==> config.mk <==
export PLATFORM = sky130hd
export DESIGN_NAME = fifo_stream_reader_flat
export DESIGN_NICKNAME = d
export VERILOG_FILES = /design/src/rtl/fifo_stream_reader_pkg.sv /design/src/rtl/fifo_stream_reader_if.sv /design/src/rtl/fifo_stream_reader_word_serializer.sv /design/src/rtl/fifo_stream_reader.sv /design/src/flat_wrapper.sv
export SDC_FILE = /design/constraint.sdc
export NUM_CORES = 1
export LEC_CHECK = 0
export ABC_AREA = 0
export ABC_CLOCK_PERIOD_IN_PS = 2400
export CAP_MARGIN = 15
export CORE_ASPECT_RATIO = 1.2
export CORE_UTILIZATION = 35
export DETAILED_ROUTE_END_ITERATION = 8
export RECOVER_POWER = 25
export SETUP_SLACK_MARGIN = 0.1
export SYNTH_ARGS = -nofsm -noshare
export SYNTH_HDL_FRONTEND = slang
export SYNTH_HIERARCHICAL = 1
export SYNTH_SLANG_ARGS = --single-unit
==> constraint.sdc <==
create_clock -name clk_in -period 2.4 [get_ports clk_in]
set_clock_uncertainty 0.1 [all_clocks]
set_input_delay 0.48 -clock clk_in [delete_from_list [all_inputs] [get_ports clk_in]]
set_output_delay 0.48 -clock clk_in [all_outputs]
set_load 0.02 [all_outputs]
==> src/rtl/fifo_stream_reader_pkg.sv <==
// Shared constants and helpers for the FIFO stream reader.
// Buffer depth is fixed at two words; beat count derives from the widths.
package fifo_stream_pkg;

    localparam int DEFAULT_DATA_WIDTH = 32;
    localparam int DEFAULT_OUT_WIDTH  = 8;
    localparam int BUF_DEPTH          = 2;

    function automatic int beats(int dw, int ow);
        return dw / ow;
    endfunction

endpackage

==> src/rtl/fifo_stream_reader_if.sv <==
// FIFO read port plus narrow valid/ready stream, grouped as one bundle.
// master = the reader; slave = FIFO and sink side.
interface fifo_stream_reader_if
    import fifo_stream_pkg::*;
#(
    parameter int DATA_WIDTH = DEFAULT_DATA_WIDTH,
    parameter int OUT_WIDTH  = DEFAULT_OUT_WIDTH
) ();

    logic                  fifo_empty_in;
    logic [DATA_WIDTH-1:0] fifo_data_in;
    logic                  fifo_valid_in;
    logic                  fifo_deq_out;
    logic [OUT_WIDTH-1:0]  out_data_out;
    logic                  out_valid_out;
    logic                  out_ready_in;
    logic                  out_last_out;

    modport master (
        input  fifo_empty_in,
        input  fifo_data_in,
        input  fifo_valid_in,
        input  out_ready_in,
        output fifo_deq_out,
        output out_data_out,
        output out_valid_out,
        output out_last_out
    );

    modport slave (
        output fifo_empty_in,
        output fifo_data_in,
        output fifo_valid_in,
        output out_ready_in,
        input  fifo_deq_out,
        input  out_data_out,
        input  out_valid_out,
        input  out_last_out
    );

endinterface

==> src/rtl/fifo_stream_reader_word_serializer.sv <==
// Splits the head word into MSB-first beats and strobes pop on the last one.
module word_serializer
    import fifo_stream_pkg::*;
#(
    parameter int DATA_WIDTH = DEFAULT_DATA_WIDTH,
    parameter int OUT_WIDTH  = DEFAULT_OUT_WIDTH
) (
    input  logic                  clk_in,
    input  logic                  rst_n_in,
    input  logic [DATA_WIDTH-1:0] word_i,
    input  logic                  word_valid_i,
    input  logic                  ready_i,
    output logic [OUT_WIDTH-1:0]  data_o,
    output logic                  valid_o,
    output logic                  last_o,
    output logic                  pop_o
);

    localparam int BEATS = beats(DATA_WIDTH, OUT_WIDTH);
    localparam int IW    = (BEATS > 1) ? $clog2(BEATS) : 1;
    localparam logic [IW-1:0] LAST = IW'(BEATS - 1);

    logic [IW-1:0]         idx_q, idx_d;
    logic [DATA_WIDTH-1:0] shifted;
    logic                  at_last;
    logic                  fire;

    // Shift the current beat up to the MSBs so the select stays constant.
    assign shifted = word_i << (int'(idx_q) * OUT_WIDTH);
    assign at_last = (idx_q == LAST);
    assign fire    = word_valid_i && ready_i;

    assign valid_o = word_valid_i;
    assign last_o  = word_valid_i && at_last;
    assign data_o  = word_valid_i ? shifted[DATA_WIDTH-1 -: OUT_WIDTH] : '0;
    assign pop_o   = fire && at_last;

    always_comb begin
        idx_d = idx_q;
        if (fire) begin
            idx_d = at_last ? '0 : idx_q + IW'(1);
        end
    end

    always_ff @(posedge clk_in or negedge rst_n_in) begin
        if (!rst_n_in) begin
            idx_q <= '0;
        end else begin
            idx_q <= idx_d;
        end
    end

endmodule

==> src/rtl/fifo_stream_reader.sv <==
// FIFO read master: credit-limited deq, 2-word buffer, narrow stream out.
module fifo_stream_reader
    import fifo_stream_pkg::*;
#(
    parameter int DATA_WIDTH = DEFAULT_DATA_WIDTH,
    parameter int OUT_WIDTH  = DEFAULT_OUT_WIDTH,
    parameter int CNT_WIDTH  = 16
) (
    input  logic                 clk_in,
    input  logic                 rst_n_in,
    input  logic                 enable_in,
    fifo_stream_reader_if.master bus,
    output logic [CNT_WIDTH-1:0] words_sent_out,
    output logic                 err_out
);

    if (DATA_WIDTH % OUT_WIDTH != 0) begin : g_width_chk
        $fatal(1, "DATA_WIDTH must be a multiple of OUT_WIDTH");
    end

    localparam logic [1:0] DEPTH = 2'(BUF_DEPTH);

    logic [DATA_WIDTH-1:0] buf_q [BUF_DEPTH];
    logic                  hd_q, hd_d;
    logic [1:0]            occ_q, occ_d;
    logic                  infl_q;
    logic                  err_q;
    logic [CNT_WIDTH-1:0]  cnt_q;

    logic       push;
    logic       pop;
    logic       tail;
    logic [1:0] credits;
    logic       deq;

    // Buffered plus in-flight words never exceed the buffer, so no overflow.
    assign credits = occ_q + {1'b0, infl_q};
    assign deq     = rst_n_in && enable_in && !bus.fifo_empty_in
                     && (credits < DEPTH);
    assign push    = bus.fifo_valid_in && infl_q;
    assign tail    = hd_q ^ occ_q[0];

    assign bus.fifo_deq_out = deq;
    assign words_sent_out   = cnt_q;
    assign err_out          = err_q;

    always_comb begin
        occ_d = occ_q + 2'(push) - 2'(pop);
        hd_d  = hd_q ^ pop;
    end

    always_ff @(posedge clk_in or negedge rst_n_in) begin
        if (!rst_n_in) begin
            hd_q   <= 1'b0;
            occ_q  <= '0;
            infl_q <= 1'b0;
            err_q  <= 1'b0;
            cnt_q  <= '0;
            for (int i = 0; i < BUF_DEPTH; i++) begin
                buf_q[i] <= '0;
            end
        end else begin
            hd_q   <= hd_d;
            occ_q  <= occ_d;
            infl_q <= deq;
            if (push) begin
                buf_q[tail] <= bus.fifo_data_in;
            end
            if (bus.fifo_valid_in && !infl_q) begin
                err_q <= 1'b1;
            end
            if (pop) begin
                cnt_q <= cnt_q + CNT_WIDTH'(1);
            end
        end
    end

    word_serializer #(
        .DATA_WIDTH (DATA_WIDTH),
        .OUT_WIDTH  (OUT_WIDTH)
    ) u_ser (
        .clk_in       (clk_in),
        .rst_n_in     (rst_n_in),
        .word_i       (buf_q[hd_q]),
        .word_valid_i (occ_q != 2'd0),
        .ready_i      (bus.out_ready_in),
        .data_o       (bus.out_data_out),
        .valid_o      (bus.out_valid_out),
        .last_o       (bus.out_last_out),
        .pop_o        (pop)
    );

endmodule

==> src/flat_wrapper.sv <==
// flat-port wrapper written by rule: the top's interface ports become plain ports
module fifo_stream_reader_flat import fifo_stream_pkg::*;
#(
    parameter int DATA_WIDTH = DEFAULT_DATA_WIDTH,
    parameter int OUT_WIDTH  = DEFAULT_OUT_WIDTH,
    parameter int CNT_WIDTH  = 16
)
  (clk_in, rst_n_in, enable_in, words_sent_out, err_out, bus_fifo_empty_in, bus_fifo_data_in, bus_fifo_valid_in, bus_out_ready_in, bus_fifo_deq_out, bus_out_data_out, bus_out_valid_out, bus_out_last_out);
  fifo_stream_reader_if #(.DATA_WIDTH(DATA_WIDTH), .OUT_WIDTH(OUT_WIDTH)) bus_i ();
  input  logic clk_in;
  input  logic rst_n_in;
  input  logic enable_in;
  output logic [CNT_WIDTH-1:0] words_sent_out;
  output logic err_out;
  input wire logic [$bits(bus_i.fifo_empty_in)-1:0] bus_fifo_empty_in;
  input wire logic [$bits(bus_i.fifo_data_in)-1:0] bus_fifo_data_in;
  input wire logic [$bits(bus_i.fifo_valid_in)-1:0] bus_fifo_valid_in;
  input wire logic [$bits(bus_i.out_ready_in)-1:0] bus_out_ready_in;
  output wire logic [$bits(bus_i.fifo_deq_out)-1:0] bus_fifo_deq_out;
  output wire logic [$bits(bus_i.out_data_out)-1:0] bus_out_data_out;
  output wire logic [$bits(bus_i.out_valid_out)-1:0] bus_out_valid_out;
  output wire logic [$bits(bus_i.out_last_out)-1:0] bus_out_last_out;
  assign bus_i.fifo_empty_in = bus_fifo_empty_in;
  assign bus_i.fifo_data_in = bus_fifo_data_in;
  assign bus_i.fifo_valid_in = bus_fifo_valid_in;
  assign bus_i.out_ready_in = bus_out_ready_in;
  assign bus_fifo_deq_out = bus_i.fifo_deq_out;
  assign bus_out_data_out = bus_i.out_data_out;
  assign bus_out_valid_out = bus_i.out_valid_out;
  assign bus_out_last_out = bus_i.out_last_out;
  fifo_stream_reader #(.DATA_WIDTH(DATA_WIDTH), .OUT_WIDTH(OUT_WIDTH), .CNT_WIDTH(CNT_WIDTH)) u_core (.clk_in(clk_in), .rst_n_in(rst_n_in), .enable_in(enable_in), .bus(bus_i), .words_sent_out(words_sent_out), .err_out(err_out));
endmodule
==> metrics.md <==
| Metric | Value |
|---|---|
| Sequential share of power | between 30% and 40% |
| CTS root buffer | clkbuf_16 |
| Num rows | 43 |
| Post-synthesis sequential element count | 87 |
| Synth Area per Inst | 14.33 µm² |
| Non-filler cells in the finished layout | 531 |
| Initial Utilization | 36.13% |
| WL/cell | 16.67 µm |
| Core box area | approximately 12000 µm² |
| Unrepaired setup endpoints after global routing | true |
| Number of global-route vias before repair | 2751 |
| Post-synthesis sequential area ratio | about half |
| Slew @ Worst Pin | 0.8248 ns |
| Status | complete, no violations |
| HP Class | in -> async |
| PwrDens | 1268 nW/µm² |
| Syn. warnings | 6 |
| Post-synth ARST share | 100.0% |
| Number of inserted diodes | 0 |
| Final period util | 96.55% |
| CP arrival | approximately 1.7 ns |
| Syn_nets | 335 |
| Switching Share | 31.20% |
| Hold Violations, Final | 0 |
| Drt via density | between 4 and 5 |
| Io pins | 66 |
| Combinational share of power | approximately 44% |
| Leak | 2.434 nW |
| Cell Int Power | 4.733 mW |
| Most used DFF post-synth | dfrtp_1 |
| Worst setup SP type | flip-flop |
| Clk Latency, worst-skew pair | around 0.34 ns |
| Detailed Place HPWL | 6075 µm |
| GRT Util Overall | 15.68% |
| Synth unique cells | 31 |
| CTS tree | done |
| Number of enable flip-flop cells after synthesis | 0 |
| FMAX | around 430 MHz |
| Slew margin rel. | 45.01% |
| Grt total ovfl | 0 |
| CTS max path bufs | 2 |
| First-pass GRT wire length | 14370 µm |
| Max-slew violations | 0 |
| Pin count of the biggest net entering global routing | 60 |
| CTS Buf Count | 9 |
| DR pass1 iterations | 4 |
| Minimum hold slack | 0.1775 ns |
| Cells after synthesis | 293 |
| Worst path required time | 1.82 ns |
| Max FO, Critical Path | 12 |
| Final Setup Violations | 0 |
| DRC Markers | 0 |
| ANT nets after route | 0 |
| Hold-fix buffer count after cts | 0 |
| Tmin final | roughly 2.3 ns |
| Placed insts | 514 |
| Proportion of layout cells with a drive suffix above 1 | 38.50% |
| Clk pwr share | 20.8% |
| DRT iter0 DRCs | 61 |
| Die ar. | 12440 µm² |
| H-tree levels | 3 |
| P_sw | about 2.1 mW |
| Nets | 412 |
| Port bufs | 65 |
| Die X | 102.0 µm |
| Kind of critical path | reg -> out |
| Routed vias | 2557 |
| Max_cap viols | 0 |
| Die height | 122.0 µm |
| Final wirelength | 8853 µm |
| Area growth from synthesis to layout | 29.23% |
| Clock sink total | 87 |
| Maximum vdd drop | 0.5942 mV |
| Antenna violations before repair | 0 |
| Worst-path clk slew | about 0.060 ns |
| Mapped cell area | around 4200 µm² |
| CP endpoint kind | primary output |
| Global placement routability congestion | about 0.7 |
## cells in the mapped netlist, drive strengths merged, types with 3 or more instances
master | n | area, µm²
o22ai | 8 | 50.05
buf | 16 | 140.1
nand4 | 5 | 31.28
mux2i | 16 | 160.2
mux2 | 99 | 1227
inv | 4 | 15.01
nand2 | 11 | 41.29
ha | 4 | 50.05
nor4 | 4 | 25.02
xnor2 | 9 | 86.34
nor2 | 4 | 17.52
nor3 | 5 | 25.02
nand3 | 3 | 15.01
xor2 | 10 | 87.58
dfrtp | 87 | 2177
## registers in the layout (all words and copies together) (netlist names)
| register | flops |
|---|---|
| u_core/occ_q | 2 |
| u_core/buf_q | 64 |
| u_core/hd_q | 1 |
| u_core/u_ser/idx_q | 2 |
| u_core/words_sent_out | 16 |
| u_core/infl_q | 1 |
| u_core/err_out | 1 |
## what timing repair did
item,CTS,global route
gates resized for setup,41,2
pin swaps,1,0
endpoints found under the setup margin,10,8
setup buffers,2,0
## cells by family after synthesis
logic type	share of synthesized area, %
buf+inv	3.694
mux	33.05
flops	51.85
compound gates	1.490
fa+ha+maj	1.192
xor+xnor	4.142
simple gates	4.589
## per-layer routing
layer / global-route usage, % / share of wire (%)
met1: 19.44 / 44
met4: 6.964 / 1.8
met3: 4.647 / 5.0
met5: 0 / 0
met2: 25.08 / 49
## layout by cell type (no fill, tap or decap), drive strengths merged, types with 5 or more instances in the layout
cell           count
dfrtp             87
mux2i             16
xnor2              9
buf               23
xor2              10
mux2              99
nand4              5
nor3               5
nand2             11
o22ai              8
clkdlybuf4s50     53
clkbuf            14
## path summary, 6_finish.rpt
path,start,endpoint,slack (ns),cells after the start
setup / recovery,u_core/hd_q$_DFF_PN0_,bus_out_data_out[3],0.08,5
hold / removal,rst_n_in,u_core/words_sent_out[9]$_DFFE_PN0P_,0.18,2
setup reg to reg,u_core/occ_q[1]$_DFF_PN0_,u_core/occ_q[1]$_DFF_PN0_,0.44,7
hold reg to reg,u_core/err_out$_DFFE_PN0P_,u_core/err_out$_DFFE_PN0P_,0.36,1
max in group asynchronous,rst_n_in,u_core/buf_q[11]$_DFFE_PN0P_,0.83,3
min in group clk_in,rst_n_in,u_core/infl_q$_DFF_PN0_,0.34,3
## critical path, cell delays in order (launching register included)
cell	delay, ns
dfrtp_2	0.45
buf_12	0.16
mux2_4	0.30
mux2i_2	0.19
o22ai_2	0.12
buf_4	0.17
## metrics by stage
stage	setup WS, ns	TNS [ns]	power, mW	area (µm²)	utilization [%]
after floorplan	0.4872	0	4.467	4199	-
after global placement	-0.01067	-0.01067	5.463	5124	44.09
after detailed placement	-0.04058	-0.04058	5.524	5124	44.09
after CTS	0.06832	0	6.957	5424	46.67
after global routing	0.005570	0	7.312	5426	46.69
final	0.08286	0	6.880	5426	46.69
## cell type report
class	instances	area, µm²
Sequential cell	87	2178
Multi-Input combinational cell	186	1896
Tap cell	157	196.4
Inverter	4	15.01
Clock inverter	4	55.05
Fill cell	1100	6195
Clock buffer	11	252.7
Timing Repair Buffer	82	833.3
## power by group through the flow
stage / Combinational (mW) / Clock, mW / Sequential, mW
final: 2.99 / 1.43 / 2.46
after global routing: 3.22 / 1.55 / 2.54
after CTS: 3.01 / 1.48 / 2.47
after detailed placement: 3.04 / 0 / 2.48
after global placement: 2.99 / 0 / 2.47
after floorplan: 2.08 / 0 / 2.39
(Power assumes the default switching activity.)
